## src/rtl/rx_ref_fifo.sv

```systemverilog
// Generic synchronous FIFO with flush; wrap detected via pointer MSB.
// Latency: write visible at head one edge after push; head is combinational.
// Backpressure: push while full and pop while empty are ignored.
module rx_ref_fifo #(
    parameter int DEPTH = 16,
    parameter int WIDTH = 2
) (
    input  logic             clk,
    input  logic             rstn,
    input  logic             flush,
    input  logic             push,
    input  logic [WIDTH-1:0] push_data,
    input  logic             pop,
    output logic [WIDTH-1:0] head,
    output logic             full,
    output logic             empty
);
    localparam int AW = $clog2(DEPTH);

    logic [WIDTH-1:0] mem [DEPTH];
    logic [AW:0]      wr_ptr;
    logic [AW:0]      rd_ptr;
    logic             do_push;
    logic             do_pop;

    assign empty   = (wr_ptr == rd_ptr);
    assign full    = (wr_ptr[AW] != rd_ptr[AW]) && (wr_ptr[AW-1:0] == rd_ptr[AW-1:0]);
    assign do_push = push & ~full & ~flush;
    assign do_pop  = pop & ~empty & ~flush;
    assign head    = mem[rd_ptr[AW-1:0]];

    always_ff @(posedge clk or negedge rstn) begin
        if (!rstn) begin
            wr_ptr <= '0;
            rd_ptr <= '0;
        end else if (flush) begin
            wr_ptr <= '0;
            rd_ptr <= '0;
        end else begin
            if (do_push) wr_ptr <= wr_ptr + 1'b1;
            if (do_pop)  rd_ptr <= rd_ptr + 1'b1;
        end
    end

    always_ff @(posedge clk) begin
        if (do_push) mem[wr_ptr[AW-1:0]] <= push_data;
    end

endmodule

```

## config.mk

```make
export PLATFORM = sky130hd
export DESIGN_NAME = rx_ref_fifo
export DESIGN_NICKNAME = d
export VERILOG_FILES = /design/src/rtl/rx_ref_fifo.sv
export SDC_FILE = /design/constraint.sdc
export NUM_CORES = 1
export LEC_CHECK = 0
export CORE_ASPECT_RATIO = 0.7
export CORE_MARGIN = 4
export CORE_UTILIZATION = 35
export CTS_BUF_LIST = sky130_fd_sc_hd__clkbuf_4 sky130_fd_sc_hd__clkbuf_8
export CTS_CLUSTER_SIZE = 30
export DETAILED_ROUTE_END_ITERATION = 16
export HOLD_SLACK_MARGIN = 0.08
export SYNTH_ARGS = -nofsm -noshare
export SYNTH_HDL_FRONTEND = slang
export SYNTH_SLANG_ARGS = --single-unit
```

## constraint.sdc

```tcl
create_clock -name clk -period 2 [get_ports clk]
set_clock_uncertainty 0.2 [all_clocks]
set_input_delay 0.3 -clock clk [delete_from_list [all_inputs] [get_ports clk]]
set_output_delay 0.3 -clock clk [all_outputs]
set_load 0.005 [all_outputs]
```

Yosys cells after proc, flatten, opt, wreduce, memory -nomap -nowiden
Memories as Yosys holds them, arrays and structs flattened.
Cells that the tools add are included.
{ "classes": {"addsub": 2, "n_eq_ne": 3, "muxes": 6, "bitwise": 7, "reduce_logical": 3} }
{ "ops": {"columns": ["operator", "count"], "rows": [
  ["$mux W5", 4],
  ["$add A5 B1 Y5 const B", 2],
  ["$eq A5 B5 Y1", 1],
  ["$and A1 B1 Y1", 4],
  ["$eq A4 B4 Y1", 1],
  ["$reduce_bool A2 Y1", 2],
  ["$not A1 Y1", 3],
  ["$mux W1", 2],
  ["$logic_and A1 B1 Y1", 1],
  ["$ne A1 B1 Y1", 1]
]} }
{ "word_totals": {"reg_bits": 10, "ramBits": 32, "input_bits": 7, "word_cells": 24, "mem_count": 1} }
{ "mem_list": {"columns": ["name", "words", "word_bits", "rd", "rd_clocked_by_memory_dff", "wr", "line_no", "text"], "rows": [
  ["mem", 16, 2, 1, 0, 1, "20", "logic [WIDTH-1:0] mem [DEPTH];"]
]} }

Logic depth before layout (Yosys ltp)
Gate-level depths: netlist of the first run.
{ "depth": {"ltp_word": 7, "depth_mapped": 6, "depth_no_buf": 4} }

Worst setup path before layout of the first run
OpenSTA, ideal clock, no wires.
{ "synth_timing": {"kind": "register to register", "from": "reg rd_ptr[1]", "to": "mem mem[8][0] (enable)", "arrival_ns": 1.521, "required_ns": 1.451, "slack_ns": -0.070, "path_stages_with_launch": 7, "n_path_buf": 2, "period_less_slack_ns": 2.070, "cell_sequence": "dfrtp_1 -> buf_2 -> xor2_1 -> nor4_2 -> buf_4 -> a21oi_2 -> nor4bb_1"} }
{ "synth_via": {"elab_chain_len": 7} }
{ "synth_lines": {"columns": ["element", "line_no", "text"], "rows": [
  ["start: declaration", "22", "logic [AW:0] rd_ptr;"],
  ["start signal: assignment", "41", "if (do_pop) rd_ptr <= rd_ptr + 1'b1;"],
  ["$eq A4 B4 Y1", "27", "assign full = (wr_ptr[AW] != rd_ptr[AW]) && (wr_ptr[AW-1:0] == rd_ptr[AW-1:0]);"],
  ["$logic_and A1 B1 Y1", "27", null],
  ["$not A1 Y1", "28", "assign do_push = push & ~full & ~flush;"],
  ["$and A1 B1 Y1 (2 in series)", "28", null],
  ["$mux W1", "46", "if (do_push) mem[wr_ptr[AW-1:0]] <= push_data;"],
  ["$mux W1 (implied by the code)", "46", null],
  ["end: declaration", "20", null]
]} }
No other way between the ends.

Final worst setup path of the first run
{ "layout_timing": {"from": "reg rd_ptr[0]", "to": "out head[1]"} }
{ "layout_via": {"elab_chain_len": 1} }
{ "layout_lines": {"columns": ["element", "line_no", "text"], "rows": [
  ["$mem_v2 Z16 W2", null, null],
  ["end: declaration", "14", "output logic [WIDTH-1:0] head,"]
]} }
No other way between the ends.

==> results.md, run 1 <==
* Cell Area, Synth at ~0.0021 mm²
* Fillers at between 400 and 500
* Distinct cells, synth at 36
* Sequential-to-total area share from yosys stat at 0.580
* Max cap viols at 0
* Period minus WS final at 2.32 ns
* Switching power share of the total at 0.247
* Worst slew pin tran at around 0.59 ns
* Logic gate share of total power at 0.260
* H-tree depth at 2
* Lkg Pwr at 0.00114 µW
* CP Launch Type: flip-flop
* Most common library cell in the layout ignoring fill and taps: edfxtp_1
* Reg2Reg Depth at 7
* Syn nets at between 150 and 200
* Placed insts at 260
* Met2 usage at 0.217
* Syn Inst Count at roughly 160
* Clock sinks at 42
* Initial detailed-routing violation count at 53
* Setup_tns at -5.56 ns
* Fin util at 0.516
* Int Power at around 1700 µW
* Reg power frac at 0.434
* Routed wire per std cell at between 15 and 20 µm
* Setup violators final at 39
* Largest net degree at the start of global routing at 17
* GR peak layer: met2
* Initial antenna violation count at 0
* Final Hold Vio Count at 0
* Final Routed Wirelength at just under 5000 µm
* Clock slew at reported path FFs at ~0.090 ns
* Die width at around 100 µm
* # IOs at 11
* Placement Rows at 23
* Core ar. at between 0.005 and 0.006 mm²
* Worst vdd ir at approximately 0.29 mV
* Clk buf depth at 2
* Gpl congestion at 0.769
* FF-to-FF Start: rd_ptr[1]
* # DRC at 0
* Fin nets at ~220
* Setup slack, reg-to-reg at -0.20 ns
* CP Max Fanout at 6
* Pre-CTS setup slack at -0.347 ns
* Max-slew headroom at the worst pin at 0.604
* CP endpoint kind: output port
* Post-route setup slack at -0.318 ns
* Avg Vias per Cell at between 5 and 6
* CP Launch Point: rd_ptr[0]
* Fmax at between 400 and 500 MHz
* Fraction of layout cells with a size suffix above 1 at 0.495
* Num CTS Buffers at 5
* Arrival time of the worst setup path at ~1.8 ns
* Req. time, crit path at 1.50 ns
* Non-Filler Instances at around 280
* Number of synthesized register bits at 42
* Net Sw Power at roughly 550 µW
* Grt met3 use at 0.0478
* Hold Crit Class: primary input to asynchronous set/reset pin
* Gr usage total at 0.142
* TritonCTS clock tree: done
* Met1 GRT Util at 0.198
* RSZ-0062 raised after global routing: true
* Crit share post-route at 1.16
* Most frequent cells in the layout: edfxtp_1 (32), buf_4 (27), and3_4 (12)
* Input/output buffers at 10
* Later-pin clock latency in the skew report at approximately 0.29 ns
* Die height at slightly above 70 µm
* Initial Utilization at 0.363
* Root buffer cell: clkbuf_8
* Die ar. at approximately 0.0073 mm²
* Clk pwr share at 0.306
* Vias in the first global route at 1456
* Antenna-violating nets left at 0
* WS Path Type: flip-flop to output port
* Violated checks: negative setup slack
* Pre-antenna DRT Iters at 4
* Critical Path Sink: head[1]
* RR Endpoint: mem[0][1]
* First-pass GRT wire length at ~7700 µm
* Status: finished with violations
* Synth Warn # at 0
* Pwr dens at around 760 mW/mm²
* Global route overflow at 0
* Hold WS at 0.162 ns
* CTS Hold Buffers Added at 0
* Ant diodes at 0
* Post-DP HPWL at ~3300 µm
* Vias at roughly 1400
* P&R area growth vs syn at 42.1%
* Mean Syn Cell Area at roughly 13 µm²
* Slew Limit Fails at 0
-- how the worst min path moves through the flow --
stage / start / to / slack, ns / depth (start not counted)
after detailed placement: rstn / rd_ptr[0] / 0.48 / 1
after CTS: rstn / rd_ptr[3] / 0.16 / 1
after global routing: rstn / rd_ptr[1] / 0.18 / 1
after floorplan: rstn / rd_ptr[0] / -0.20 / 0
final: rstn / rd_ptr[3] / 0.16 / 1
after global placement: rstn / rd_ptr[1] / 0.47 / 1
-- sequential cells by signal, summed over array words and instances, names as in the netlist --
register  flops
rd_ptr        5
mem          32
wr_ptr        5
-- synthesized netlist by cell type (all sizes together) --
master  instances  area [µm²]
a211oi          1        7.51
mux4            4        90.1
edfxtp         32         961
nand2           6        22.5
nand3           2        10.0
a221oi          4        35.0
a21boi          1        7.51
xor2            5        43.8
nor4bb          1        10.0
xnor2           1        8.76
a21oi           7        42.5
and4bb          1        12.5
clkbuf          2        7.51
mux2            7        82.6
inv             4        15.0
and4b           2        20.0
and2            3        18.8
a22oi           2        15.0
o211ai          1        7.51
nor4            1        12.5
ha              5        62.6
o21ai           3        15.0
nor2b           7        43.8
dfrtp          10         250
or4             1        7.51
nand4           2        12.5
mux2i          10         100
buf             5        33.8
nor2            9        33.8
and3           12        75.1
nand2b          4        25.0
-- critical path: stages, from the launching register on --
cell and delay (ns):
dfrtp_2 0.41, buf_12 0.12, buf_12 0.12, mux4_2 0.51
a22oi_2 0.17, nand2_1 0.07, buf_2 0.12
-- cell families after synthesis --
group / after synthesis / share of synthesized area
AOI/OAI and AO/OA: 19 / 0.0623
xor gates and xnor gates: 6 / 0.0251
adders and majority gates: 5 / 0.0299
buffers and inverters: 11 / 0.0269
DFF: 42 / 0.580
muxes: 21 / 0.131
and+or+nand+nor: 51 / 0.146
-- area by class of cell --
type,instances,area [µm²],area share
well taps,75,93.8,0.0316
inverters,4,15.0,0.00506
clock buffers,7,83.8,0.0282
clock inverters,1,30.0,0.0101
flip-flops and latches,42,1210,0.409
repair buffers,48,462,0.155
multi-input cells,102,1070,0.361
-- per-stage QoR --
stage | power, µW | area [µm²]
floorplan | 1200 | 2100
global placement | 1350 | 2480
detailed placement | 1370 | 2480
CTS | 2200 | 2890
global route | 2330 | 2970
finish | 2240 | 2970
-- what timing repair did --
| action | 4_1_cts | 5_1_grt |
|---|---|---|
| setup buffers | 11 | 1 |
| resized for setup | 59 | 16 |
| endpoints found under the setup margin | 37 | 43 |
| hold endpoints to repair | 0 | 0 |
| pin swaps | 15 | 5 |
| gates cloned | 1 | 0 |
-- power by group through the flow --
stage	Sequential, µW	Combinational [µW]	Clock [µW]
after floorplan	983	213	0
after global placement	987	367	0
after detailed placement	989	376	0
after CTS	970	535	699
after global routing	974	620	737
final	972	583	686
-- per-layer routing --
layer	routed length [µm]	vias to the layer above	share of wire
met5	0	-	0
met4	39	0	0.0080
met3	143	4	0.029
met2	2210	17	0.45
met1	2470	723	0.51
li1	-	674	-
No activity file was read; power rests on OpenSTA's default activity.
==> run 2, diff against run 1 <==
- PLACE_DENSITY: default -> 0.57
==> results.md, run 2 (synthesis gave the netlist of run 1 again) <==
* Clk buf depth at 2
* Initial detailed-routing violation count at 74
* Fmax at about 430 MHz
* Post-DP HPWL at 3440 µm
* Fin nets at 215
* Die ar. at between 0.007 and 0.008 mm²
* Crit share post-route at 1.15
* Input/output buffers at 10
* Initial antenna violation count at 0
* Final Hold Vio Count at 0
* Worst vdd ir at 0.309 mV
* Largest net degree at the start of global routing at 17
* WS Path Type: flip-flop to output port
* Non-Filler Instances at roughly 280
* # IOs at 11
* P&R area growth vs syn at 31.4%
* Placed insts at around 260
* Fillers at 513
* Arrival time of the worst setup path at around 1.8 ns
* # DRC at 0
* Lkg Pwr at about 0.0011 µW
* Violated checks: negative setup slack
* Pwr dens at between 700 and 800 mW/mm²
* Tot Pwr at about 2100 µW
* CP endpoint kind: output port
* TritonCTS clock tree: done
* Clock sinks at 42
* Max-slew headroom at the worst pin at 0.589
* Global route overflow at 0
* Max cap viols at 0
* Period minus WS final at ~2.3 ns
* Gpl congestion at approximately 0.83
* Most common library cell in the layout ignoring fill and taps: edfxtp_1
* Vias at approximately 1400
* Gr usage total at 0.146
* Core ar. at roughly 0.0058 mm²
* CTS Hold Buffers Added at 0
* Antenna-violating nets left at 0
* Ant diodes at 0
* Num CTS Buffers at 5
* Later-pin clock latency in the skew report at 0.29 ns
* Final Routed Wirelength at 4750 µm
* Fraction of layout cells with a size suffix above 1 at 0.382
* Max FFs per register at 32
* Worst slew pin tran at around 0.6 ns
* RSZ-0062 raised after global routing: true
* Die height at around 73 µm
* Fin util at 0.477
* Pre-CTS setup slack at -0.356 ns
* Die width at between 100 and 150 µm
* Pre-antenna DRT Iters at 4
* Req. time, crit path at roughly 1.5 ns
* Vias in the first global route at about 1500
* Clock slew at reported path FFs at around 0.08 ns
* Status: finished with violations
* Root buffer cell: clkbuf_8
* First-pass GRT wire length at a little under 8000 µm
* Initial Utilization at 0.363
* Placement Rows at 23
* Setup violators final at 39
* Slew Limit Fails at 0
* Post-route setup slack at -0.308 ns
* CP Max Fanout at 5
* H-tree depth at 2
* CP Launch Type: flip-flop
* Routed wire per std cell at 17.0 µm
* Hold Crit Class: primary input to asynchronous set/reset pin
* Avg Vias per Cell at around 5
* Setup_tns at -8.64 ns
* Most frequent cells in the layout: edfxtp_1 (32), buf_4 (31), mux2i_1 (10)
-- run 2: what timing repair did --
action | CTS | global route
setup endpoints to repair | 36 | 45
pin swaps | 9 | 3
gates resized for setup | 40 | 5
setup buffers | 11 | 1
cloned | 0 | 0
-- run 2: power by group --
group	total [µW]	switching, µW	internal (µW)
registers	974	18.9	955
clock network	672	298	374
logic	488	207	282
total	2130	524	1610
-- run 2: layout make-up --
cell class	count	area (µm²)	share of cell area
clock buffer	5	68.8	0.0251
timing repair buffer	48	404	0.147
multi-input combinational	102	906	0.330
tap	75	93.8	0.0342
clock inverter	3	43.8	0.0160
sequential	42	1210	0.442
inverter	4	15.0	0.00547
-- run 2: stage by stage --
stage | area, µm² | hold WS (ns)
6_report | 2750 | 0.152
5_1_grt | 2750 | 0.189
4_1_cts | 2740 | 0.163
3_5_place_dp | 2470 | 0.458
3_3_place_gp | 2470 | 0.441
2_1_floorplan | 2100 | -0.196
-- run 2: worst paths after layout --
check / startpoint / endpoint / slack, ns / cells after the start
setup / recovery: rd_ptr[0] / head[1] / -0.31 / 6
hold / removal: rstn / wr_ptr[4] / 0.15 / 1
min in group clk: wr_ptr[4] / wr_ptr[4] / 0.47 / 2
hold reg to reg: wr_ptr[4] / wr_ptr[4] / 0.47 / 2
setup reg to reg: rd_ptr[0] / mem[0][0] / -0.31 / 8
max in group asynchronous: rstn / rd_ptr[0] / 1.06 / 1
-- run 2: layer usage --
metal / track usage / vias up / routed length, µm
li1: - / 681 / -
met1: 0.212 / 723 / 2280
met2: 0.221 / 29 / 2190
met3: 0.0287 / 2 / 231
met4: 0.0448 / 0 / 40
met5: 0 / - / 0
-- run 2: critical path: stages (launching register included) --
cell	delay, ns
dfrtp_2	0.43
buf_6	0.14
buf_6	0.10
mux4_2	0.50
a22oi_2	0.17
nand2_1	0.06
buf_2	0.12
==> run 3, diff against run 2 <==
- CELL_PAD_IN_SITES_DETAIL_PLACEMENT: default -> 1
- CELL_PAD_IN_SITES_GLOBAL_PLACEMENT: default -> 1
- PLACE_DENSITY: 0.57 -> 0.63
- RECOVER_POWER: default -> 50
- clock period: 2 -> 2.8 ns (I/O delays scaled with it)
==> results.md, run 3 (synthesis gave the netlist of run 1 again) <==
* Clock sinks at between 40 and 50
* Critical path, cell by cell: buf_8, mux2i_1, a221oi_2, o21ai_0, nand2_1, clkdlybuf4s50_1
* CP endpoint kind: output port
* Die height at approximately 73 µm
* Gr usage total at 0.143
* Initial detailed-routing violation count at between 80 and 90
* Setup violators final at 0
* Final instance area at between 0.002 and 0.0025 mm²
* Ant diodes at 0
* Met1 GRT Util at 0.199
* Global route overflow at 0
* Max FFs per register at 32
* Antenna-violating nets left at 0
* Period minus WS final at 2.75 ns
* Clk buf depth at 2
* Max cap viols at 0
* Worst slew pin tran at between 0.5 and 0.6 ns
* Initial antenna violation count at 0
* CP Launch Type: flip-flop
* Initial Utilization at 0.363
* Crit path largest cell delay at ~0.49 ns
* Crit share post-route at 0.982
* First-pass GRT wire length at roughly 7800 µm
* Post-DP HPWL at 3500 µm
* Core ar. at approximately 0.0058 mm²
* Status: completed
* Later-pin clock latency in the skew report at 0.29 ns
* Hold WS at about 0.32 ns
* GR peak layer: met2
* Pre-antenna DRT Iters at 4
* Max-slew headroom at the worst pin at 0.611
* Arrival time of the worst setup path at between 2 and 2.5 ns
* Most common library cell in the layout ignoring fill and taps: edfxtp_1
* Vias in the first global route at about 1500
* Worst vdd ir at between 0.15 and 0.2 mV
* WS Path Type: flip-flop to output port
* Clock slew at reported path FFs at roughly 0.08 ns
* Pwr dens at ~550 mW/mm²
* Grt met3 use at 0.0296
* Routed wire per std cell at 19.1 µm
* Root buffer cell: clkbuf_8
* CTS Hold Buffers Added at 0
* Non-Filler Instances at between 200 and 300
* Vias at around 1300
* Die width at 100 µm
* Hold Crit Class: primary input to asynchronous set/reset pin
* Slowest cell on crit path: clkdlybuf4s50_1
* Num CTS Buffers at 5
* Slew Limit Fails at 0
* Placement Rows at 23
* Gpl congestion at between 0.8 and 0.9
* Most frequent cells in the layout: edfxtp_1 (32), and3_1 (12), mux2i_1 (9), nor2_1 (9), buf_4 (9)
* H-tree depth at 2
* # DRC at 0
* Avg Vias per Cell at between 5 and 6
* P&R area growth vs syn at 17.5%
* Setup_tns at 0 ns
* Input/output buffers at 10
* Tot Pwr at approximately 1300 µW
* CP Max Fanout at 8
* Fmax at around 360 MHz
* Met2 usage at 0.222
* Die ar. at approximately 0.0073 mm²
* Largest net degree at the start of global routing at 17
* Fraction of layout cells with a size suffix above 1 at 0.220
* Req. time, crit path at 2.18 ns
* Fillers at just over 600
* Final Hold Vio Count at 0
* Final Routed Wirelength at 4830 µm
* Fin nets at ~190
* Placed insts at 240
* # IOs at 11
* TritonCTS clock tree: done
* Lkg Pwr at just under 0.001 µW
* Dpl cell area at 0.00229 mm²
-- run 3: cell count changes in the layout (fill, tap and decap cells not counted), sizes merged --
cell          change
bufinv            -1
dlygate4sd3       +3
inv               -1
dlymetal6s2s      +1
buf              -31
clkbuf            +1
clkinv            +1
-- run 3: report_power, final --
group,internal [µW],total (µW),switching [µW]
registers,682,698,15.4
clock network,181,388,207
logic,134,256,122
total,998,1340,344
-- run 3: routing by layer --
metal | vias to the layer above | wire length, µm
li1 | 627 | -
met2 | 18 | 2290
met1 | 690 | 2250
met4 | 0 | 103
met3 | 11 | 183
met5 | - | 0
-- run 3: final timing paths --
kind | startpoint | end | slack [ns] | cells after the start
worst max register to register | rd_ptr[3] | mem[8][1] | 0.27 | 7
worst min-delay path | rstn | rd_ptr[2] | 0.32 | 1
min in group clk | wr_ptr[4] | wr_ptr[4] | 0.46 | 2
max in group asynchronous | rstn | rd_ptr[1] | 1.72 | 1
worst min register to register | wr_ptr[4] | wr_ptr[4] | 0.46 | 2
worst max-delay path | rd_ptr[0] | head[1] | 0.05 | 6
-- run 3: critical path: cells and delay by family (launching register included) --
| family | cells | cell delay [ns] |
|---|---|---|
| compound gates | 2 | 0.44 |
| buf+inv | 2 | 0.66 |
| flops | 1 | 0.46 |
| mux | 1 | 0.19 |
| simple gates | 1 | 0.08 |
-- run 3: per-stage QoR --
| stage | util | worst slack (ns) |
|---|---|---|
| 3_3_place_gp | 0.399 | 0.305 |
| 4_1_cts | 0.419 | 0.00624 |
| 2_1_floorplan | - | 0.730 |
| 5_1_grt | 0.427 | -0.0429 |
| 6_report | 0.427 | 0.0502 |
| 3_5_place_dp | 0.399 | 0.239 |
-- run 3: repair_timing --
action,CTS,global route
setup endpoints to repair,4,3
setup buffers,2,2
resized for setup,5,10
pin swaps,0,4
-- run 3: layout make-up --
class                   count  area (µm²)  area share
repair buffers             21         196      0.0800
clock inverters             2        8.76     0.00357
flip-flops and latches     42        1210       0.495
well taps                  75        93.8      0.0382
multi-input cells         102         851       0.346
inverters                   4        15.0     0.00611
clock buffers               6        76.3      0.0311
